==> src/rtl/uim_cfg_loader.sv <==
// uim_cfg_loader: configuration loader for a bank of UIM switches.
// Holds NUM_SW 5-bit active-low select codes, accepts commands over a
// valid/ready port, drives the concatenated uim_mux bus and returns one
// response beat per command (READ carries a priority-decoded source index).
// Optional feature: define UIM_CFG_LOCK_EN to enable the sticky LOCK command.
module uim_cfg_loader #(
  parameter int NUM_SW = 8,
  parameter int AW     = 3
) (
  input  logic                  clk,
  input  logic                  rst_n,
  input  logic                  cmd_valid,
  output logic                  cmd_ready,
  input  logic [2:0]            cmd_op,
  input  logic [AW-1:0]         cmd_addr,
  input  logic [4:0]            cmd_data,
  output logic                  rsp_valid,
  input  logic                  rsp_ready,
  output logic [4:0]            rsp_code,
  output logic [2:0]            rsp_src,
  output logic                  rsp_multi,
  output logic                  rsp_err,
  output logic                  busy,
  output logic [NUM_SW*5-1:0]   uim_mux_bus
);

  localparam logic [1:0] ST_IDLE  = 2'd0;
  localparam logic [1:0] ST_ERASE = 2'd1;
  localparam logic [1:0] ST_RESP  = 2'd2;

  localparam logic [2:0] OP_ERASE_ALL = 3'b000;
  localparam logic [2:0] OP_WRITE_SEL = 3'b001;
  localparam logic [2:0] OP_WRITE_RAW = 3'b010;
  localparam logic [2:0] OP_READ      = 3'b011;
  localparam logic [2:0] OP_LOCK      = 3'b100;

  localparam logic [AW:0]   NUM_SW_W = (AW+1)'(NUM_SW);
  localparam logic [AW-1:0] LAST_IDX = AW'(NUM_SW - 1);

  // Source index -> active-low one-cold select code (5 maps to all ones).
  function automatic logic [4:0] sel_to_code(input logic [2:0] idx);
    logic [4:0] code;
    case (idx)
      3'd0:    code = 5'b01111;
      3'd1:    code = 5'b10111;
      3'd2:    code = 5'b11011;
      3'd3:    code = 5'b11101;
      3'd4:    code = 5'b11110;
      default: code = 5'b11111;
    endcase
    return code;
  endfunction

  // First zero scanning from bit4 down to bit0 wins; no zero reports 5.
  function automatic logic [2:0] prio_src(input logic [4:0] code);
    logic [2:0] src;
    casez (code)
      5'b0????: src = 3'd0;
      5'b10???: src = 3'd1;
      5'b110??: src = 3'd2;
      5'b1110?: src = 3'd3;
      5'b11110: src = 3'd4;
      default:  src = 3'd5;
    endcase
    return src;
  endfunction

  // Number of zero (selected) bits in a code.
  function automatic logic [2:0] zero_count(input logic [4:0] code);
    logic [2:0] n;
    n = 3'd0;
    for (int i = 0; i < 5; i++) begin
      n = n + {2'b00, ~code[i]};
    end
    return n;
  endfunction

  logic [1:0]              r_state;
  logic [AW-1:0]           r_idx;
  logic [NUM_SW-1:0][4:0]  r_code;
  logic                    r_rsp_valid;
  logic [4:0]              r_rsp_code;
  logic [2:0]              r_rsp_src;
  logic                    r_rsp_multi;
  logic                    r_rsp_err;
  logic                    r_busy;

  logic                    w_addr_ok;
  logic                    w_locked;
  logic                    w_err;
  logic                    w_wr_en;
  logic [4:0]              w_wr_code;
  logic                    w_erase;
  logic [4:0]              w_rd_code;
  logic [2:0]              w_rd_src;
  logic                    w_rd_multi;

`ifdef UIM_CFG_LOCK_EN
  logic                    r_lock;
  logic                    w_lock_set;
  assign w_locked = r_lock;
`else
  assign w_locked = 1'b0;
`endif

  assign w_addr_ok   = ({1'b0, cmd_addr} < NUM_SW_W);
  assign cmd_ready   = (r_state == ST_IDLE);
  assign rsp_valid   = r_rsp_valid;
  assign rsp_code    = r_rsp_code;
  assign rsp_src     = r_rsp_src;
  assign rsp_multi   = r_rsp_multi;
  assign rsp_err     = r_rsp_err;
  assign busy        = r_busy;
  assign uim_mux_bus = r_code;

  // Decode the presented command: legality, write target and readback data.
  always_comb begin
    w_err      = 1'b0;
    w_wr_en    = 1'b0;
    w_wr_code  = 5'b11111;
    w_erase    = 1'b0;
    w_rd_code  = 5'b00000;
    w_rd_src   = 3'd0;
    w_rd_multi = 1'b0;
`ifdef UIM_CFG_LOCK_EN
    w_lock_set = 1'b0;
`endif
    case (cmd_op)
      OP_ERASE_ALL: begin
        if (w_locked) begin
          w_err = 1'b1;
        end else begin
          w_erase = 1'b1;
        end
      end
      OP_WRITE_SEL: begin
        // cmd_data[4:3] carries no meaning for a source-index write.
        if (!w_addr_ok || (cmd_data[2:0] > 3'd5) || w_locked) begin
          w_err = 1'b1;
        end else begin
          w_wr_en   = 1'b1;
          w_wr_code = sel_to_code(cmd_data[2:0]);
        end
      end
      OP_WRITE_RAW: begin
        if (!w_addr_ok || w_locked) begin
          w_err = 1'b1;
        end else begin
          w_wr_en   = 1'b1;
          w_wr_code = cmd_data;
        end
      end
      OP_READ: begin
        if (!w_addr_ok) begin
          w_err = 1'b1;
        end else begin
          w_rd_code  = r_code[cmd_addr];
          w_rd_src   = prio_src(r_code[cmd_addr]);
          w_rd_multi = (zero_count(r_code[cmd_addr]) > 3'd1);
        end
      end
      OP_LOCK: begin
`ifdef UIM_CFG_LOCK_EN
        w_lock_set = 1'b1;
`else
        w_err = 1'b1;
`endif
      end
      default: begin
        w_err = 1'b1;
      end
    endcase
  end

  // Command FSM: accept, erase sweep, response hold until handshake.
  always_ff @(posedge clk or negedge rst_n) begin
    if (!rst_n) begin
      r_state     <= ST_IDLE;
      r_idx       <= {AW{1'b0}};
      r_code      <= {NUM_SW{5'b11111}};
      r_rsp_valid <= 1'b0;
      r_rsp_code  <= 5'd0;
      r_rsp_src   <= 3'd0;
      r_rsp_multi <= 1'b0;
      r_rsp_err   <= 1'b0;
      r_busy      <= 1'b0;
    end else begin
      case (r_state)
        ST_IDLE: begin
          if (cmd_valid) begin
            if (w_erase) begin
              r_state <= ST_ERASE;
              r_idx   <= {AW{1'b0}};
              r_busy  <= 1'b1;
            end else begin
              if (w_wr_en) begin
                r_code[cmd_addr] <= w_wr_code;
              end
              r_rsp_valid <= 1'b1;
              r_rsp_code  <= w_rd_code;
              r_rsp_src   <= w_rd_src;
              r_rsp_multi <= w_rd_multi;
              r_rsp_err   <= w_err;
              r_state     <= ST_RESP;
            end
          end
        end
        ST_ERASE: begin
          // One slice per cycle; the response fields are already zero.
          r_code[r_idx] <= 5'b11111;
          if (r_idx == LAST_IDX) begin
            r_busy      <= 1'b0;
            r_rsp_valid <= 1'b1;
            r_state     <= ST_RESP;
          end else begin
            r_idx <= r_idx + {{(AW-1){1'b0}}, 1'b1};
          end
        end
        ST_RESP: begin
          // Clearing the fields on handshake keeps the next ERASE response at zero.
          if (rsp_ready) begin
            r_rsp_valid <= 1'b0;
            r_rsp_code  <= 5'd0;
            r_rsp_src   <= 3'd0;
            r_rsp_multi <= 1'b0;
            r_rsp_err   <= 1'b0;
            r_state     <= ST_IDLE;
          end
        end
        default: begin
          r_state     <= ST_IDLE;
          r_busy      <= 1'b0;
          r_rsp_valid <= 1'b0;
        end
      endcase
    end
  end

`ifdef UIM_CFG_LOCK_EN
  // Sticky lock bit, cleared only by reset.
  always_ff @(posedge clk or negedge rst_n) begin
    if (!rst_n) begin
      r_lock <= 1'b0;
    end else if ((r_state == ST_IDLE) && cmd_valid && w_lock_set) begin
      r_lock <= 1'b1;
    end
  end
`endif

endmodule

==> config.mk <==
export PLATFORM = sky130hd
export DESIGN_NAME = uim_cfg_loader
export DESIGN_NICKNAME = d
export VERILOG_FILES = /design/src/rtl/uim_cfg_loader.sv
export SDC_FILE = /design/constraint.sdc
export NUM_CORES = 1
export LEC_CHECK = 0
export ABC_AREA = 0
export CAP_MARGIN = 20
export CORE_MARGIN = 3
export CORE_UTILIZATION = 50
export CTS_BUF_LIST = sky130_fd_sc_hd__clkbuf_4 sky130_fd_sc_hd__clkbuf_8 sky130_fd_sc_hd__clkbuf_16
export DETAILED_ROUTE_END_ITERATION = 12
export HOLD_SLACK_MARGIN = 0.15
export PLACE_DENSITY = 0.79
export SYNTH_ARGS = -nofsm -noshare
export SYNTH_HDL_FRONTEND = slang
export SYNTH_SLANG_ARGS = --single-unit
==> constraint.sdc <==
create_clock -name clk -period 3.28 [get_ports clk]
set_input_delay 0.492 -clock clk [delete_from_list [all_inputs] [get_ports clk]]
set_output_delay 0.492 -clock clk [all_outputs]
set_load 0.05 [all_outputs]
* Word level (Yosys, flattened, before mapping)
Cells that the tools add are included.
** Operators by class
- Add/sub/neg operators :: 5
- Magnitude comparators :: 6
- Eq/ne operators :: 21
- Mux-type cells :: 55
- Bitwise logic cells :: 7
- Reductions and logical operators :: 14
** Operator list (number)
- $mux W40 :: 3
- $pmux W40 S2 :: 1
- $bwmux W40 :: 1
- $mux W5 :: 8
- $or A40 B40 Y40 :: 1
- $demux W5 S3 :: 2
- $pmux W5 S5 :: 1
- $mux W3 :: 7
- $pmux W5 S2 :: 2
- $reduce_and A4 Y1 :: 5
- $bmux W5 S3 :: 1
- $mux W1 :: 15
- $pmux W3 S5 :: 1
- $eq A3 B2 Y1 const B :: 4
- $pmux W3 S2 :: 2
- $ne A2 B2 Y1 const B :: 5
- $eq A3 B3 Y1 const B :: 3
- $lt A3 B4 Y1 const B :: 2
- $mux W2 :: 4
- $pmux W1 S2 :: 4
- $add A3 B1 Y3 :: 2
- $eq A3 B1 Y1 const B :: 2
- $ge A3 B1 Y1 const B :: 2
- $logic_not A3 Y1 :: 2
- other kinds (18) :: 28
** Storage, ports and cells
- Register bits after elaboration :: 57
- Input port bits :: 15
- Output and inout port bits :: 53

* Depth between registers and ports, before layout
Gate-level depths: netlist of the first run.
- Depth in word-level cells :: 12
- Depth in mapped cells :: 9

* Worst setup path before layout of the first run
OpenSTA, ideal clock, no wires.
- Path type :: input port to flip-flop
- From :: in cmd_addr[0]
- To :: reg r_rsp_multi, in the netlist rsp_multi
- Arrival time :: 2.470 ns
- Required time :: 3.151 ns
- Setup slack :: 0.680 ns
- Stages on the path :: 7
- Path buffers :: 1
- Cell sequence :: buf_2 mux4_2 mux2i_1 fa_1 ha_1 a311oi_1 o21ai_0
** On the way
- Word-level cells in the longest chain between the ends :: 12
- Elaborated cells on any way between the ends :: 16
- Classes of those cells :: add/sub (4); order compare (1); mux (6); bitwise (5)
** Ends and longest elaborated chain
- start: declaration :: RTL line 15 : input logic [AW-1:0] cmd_addr,
- $bmux W5 S3 * :: RTL line 159 : w_rd_multi = (zero_count(r_code[cmd_addr]) > 3'd1);
- $mux W5 (implied by the code) * :: RTL line 159
- $not A1 Y1 :: RTL line 73 : n = n + {2'b00, ~code[i]};
- $add A1 B1 Y2 :: RTL line 73
- $add A2 B1 Y3 :: RTL line 73
- $add A3 B1 Y3 :: RTL line 73
- $add A3 B1 Y3 * :: RTL line 73
- $gt A3 B1 Y1 * :: RTL line 159
- $mux W1 * :: RTL line 128 : case (cmd_op)
- $mux W1 * :: RTL line 191 : if (w_erase) begin
- $mux W1 * :: RTL line 190 : if (cmd_valid) begin
- $pmux W1 S2 * :: RTL line 188 : case (r_state)
- end signal: assignment :: RTL line 202 : r_rsp_multi <= w_rd_multi;
- end: declaration :: RTL line 84 : logic r_rsp_multi;
Every way passes the cells marked *; elsewhere a longest branch is shown, timed or not. The select of a mux whose other input is x is not followed.
A chain may end at the register's enable or synchronous reset.

* Final worst setup path of the first run
Ends and elaborated chain as after synthesis.

==> results.cfg, run 1 <==
[run_status]
status = finished, final reports clean

[layout]
seq_area_sq_um = 1476
instances_no_fill = 425
fill_cells = 501
multi_input_area_sq_um = 1610
antennaDiodeCount = 0
drive_above_1_share = 0.3143
area_growth_pct = 29.03
layout.nets = 365

[worst_setup_path]
cp.arrival_ns = 3.03
path_cells = clkdlybuf4s50_1 > buf_12 > mux4_2 > mux2i_1 > fa_1 > ha_1 > a311oi_1 > o21ai_0
critPathTopFamily = multiplexers
crit_type = in -> reg
crit_slowest_cell = mux4_2
crit_fanout = 22
worst-path-buf-inv = 2
critPathMaxStageDelay_ns = 0.51
cp-start-kind = primary input
cp-end-kind = flip-flop
critPathRequiredTime_ns = 3.48

[timing]
fin_crit_sh = 0.8607
tightest_slew_ns = 0.8635
grt_setup_unrepaired = no
final_max_slew_viol_count = 0
setup-tns-final_ns = 0
hold_viol = 0
slew_headroom = 0.4243
fin_skew_ns = 0.01030
min_period_ns = 2.823
fmax_mhz = 354.2
setup_viol = 0

[placement]
numPlacedInstances = 409
port_buffers = 67
dp.final_hpwl_mm = 6.312
gp_congestion = 0.9913

[detailed_routing]
dr.pass1.iters = 4
vias = 2551
viasPerCell = 6.002
wl_per_cell_um = 20.20
drc = 0
finalWirelength_mm = 8.586
ant_nets = 0
dr.first_iter.drc_count = 126

[pwr]
power.internal_uw = 2438
p_leak_uw = 0.001623
peakVddDrop_mv = 0.7958
power_uw = 4602
combPwrFrac = 0.539
p_per_area_nw_per_um2 = 1106
p_sw_uw = 2164
swShare = 0.4701
power_frac_seq = 0.330
power_frac_clock = 0.130

[synthesis]
synth_most_common_cell = a2bb2oi_1
syn_area_sq_um = 3224
ys_ff_latch = 57
synth_edf_count = 0
synth.distinct_cells = 57
avgSynthCellArea_sq_um = 12.03
ys_warn_count = 0
synth_area_leaders = dfstp_2, dfrtp_1, a2bb2oi_1
yosysTopAreaCellShare = 0.3260
synth.yosys.seq_area_share = 0.4579
synth_top_area_cell = dfstp_2
synthFlopType = dfstp_2
synth_commonest_cells = a2bb2oi_1, dfstp_2, dfrtp_1
synth_cells = 268
synth_nets = 288
async_flop_share = 1.000

[floorplanning]
num_rows = 28
die_h_um = 86.31
start_util = 0.5289
dieArea_sq_um = 7449
pin_count = 68
die_x_um = 86.31
core-area_sq_um = 6096

[cts]
clock_latency_ns = 0.33
htreeDepth = 3
cts.clk_slew.worst_paths_ns = 0.07
cts_made_buffers = 9
ctsResizeCount = 0
hold_buffers = 0
cts_tree = yes
cts_setup_buffers = 0
cts_buffer_depth = 2
cts.sinks = 57
root_buffer = clkbuf_8

[job]
cap_violations = 0

[global_routing]
grt_max_degree = 39
grt_antenna_before_repair = 0
grt_usage = 0.2476
grt_pass1_vias = 2673
grt_pass1_wl_mm = 14.03
grt_overflow_total = 0

[worst_hold_path]
min_path_type = in -> async
## power groups by stage
stage | sequential, uW | clock, uW | combinational, uW
4_1_cts | 1520 | 612 | 2500
6_report | 1520 | 598 | 2480
3_3_place_gp | 1520 | 0 | 2460
3_5_place_dp | 1520 | 0 | 2490
5_1_grt | 1560 | 646 | 2600
2_1_floorplan | 2430 | 0 | 778
## per-stage QoR
step | worst slack [ns] | area, sq um | hold slack [ns] | util
final | 0.4569 | 4160 | 0.2641 | 0.6825
after global routing | 0.2349 | 4160 | 0.3263 | 0.6825
after global placement | 0.1850 | 3979 | 0.4642 | 0.6527
after detailed placement | 0.1151 | 3979 | 0.4691 | 0.6527
after CTS | 0.4689 | 4160 | 0.2888 | 0.6825
after floorplan | 0.6804 | 3224 | 0.1964 | -
## worst reg2reg max path: cells and delay by family (launching register included)
kind / cells / cell delay [ns]
flops: 1 / 0.39
mux: 1 / 0.26
compound gates: 4 / 0.86
fa+ha+maj: 2 / 0.71
## cell families after synthesis
| family | count (synthesis) | share of synthesized area |
|---|---|---|
| AND/OR/NAND/NOR | 79 | 0.1905 |
| buffers and inverters | 20 | 0.04268 |
| AO/OA/AOI/OAI | 90 | 0.2239 |
| adder cells (fa/ha/maj) | 5 | 0.02173 |
| flip-flops | 57 | 0.4579 |
| multiplexers | 17 | 0.06325 |
## final cells by class
cell class | count | share of cell area
clock buffer | 13 | 0.04000
clock inverter | 3 | 0.003609
inverter | 6 | 0.005414
multi-input combinational | 191 | 0.3871
sequential | 57 | 0.3549
tap | 75 | 0.02256
timing repair buffer | 80 | 0.1865
## layer usage
metal	track usage	part of all wire	wire length [um]	vias up
met5	0	0	0	-
met4	0.08782	0.024	206	0
met3	0.06464	0.063	540	18
met2	0.3840	0.47	4036	89
met1	0.3374	0.44	3803	1250
li1	-	-	-	1194
## flip-flops by register name (all words and copies together) (netlist names)
signal and count:
r_idx 3, rsp_valid 1, busy 1, uim_mux_bus 40
rsp_multi 1, rsp_code 5, r_state 2, rsp_src 3
rsp_err 1
## worst paths after layout
path | start | endpoint | slack (ns) | cells past startpoint
worst min register to register | rsp_src[1] | rsp_src[1] | 0.48 | 2
worst max register to register | uim_mux_bus[33] | rsp_multi | 0.92 | 7
worst max-delay path | cmd_addr[0] | rsp_multi | 0.46 | 8
min in group clk | rsp_src[1] | rsp_src[1] | 0.48 | 2
max in group asynchronous | rst_n | uim_mux_bus[29] | 2.15 | 2
worst min-delay path | rst_n | r_state[1] | 0.26 | 1
## cells in the final DEF (no fill, tap or decap), types with 3 or more instances in the layout
| cell | instances |
|---|---|
| o21ai_0 | 9 |
| mux2i_1 | 8 |
| nor3_2 | 6 |
| dfrtp_1 | 17 |
| nor3_1 | 4 |
| dfstp_2 | 40 |
| mux2_2 | 7 |
| nor2_1 | 11 |
| buf_4 | 12 |
| nor2b_1 | 6 |
| a2bb2oi_1 | 41 |
| nand2_1 | 15 |
| nor3_4 | 6 |
| nor4_4 | 3 |
| a221oi_1 | 4 |
| a31oi_1 | 5 |
| inv_1 | 6 |
| nor4_2 | 3 |
| o31ai_1 | 3 |
| a21oi_1 | 9 |
| clkinv_2 | 3 |
| nand2b_1 | 6 |
| clkdlybuf4s50_1 | 66 |
| clkbuf_8 | 11 |
| ha_1 | 4 |
(Power assumes the default switching activity.)
==> run 2, diff against run 1 <==
--- a/config.mk
+++ b/config.mk
@@ -5,7 +5,6 @@
 export SDC_FILE = /design/constraint.sdc
 export NUM_CORES = 1
 export LEC_CHECK = 0
-export ABC_AREA = 0
 export CAP_MARGIN = 20
 export CORE_MARGIN = 3
 export CORE_UTILIZATION = 50
==> results of run 2 <==
The final DEF is identical to that of run 1; final timing and power are the same.
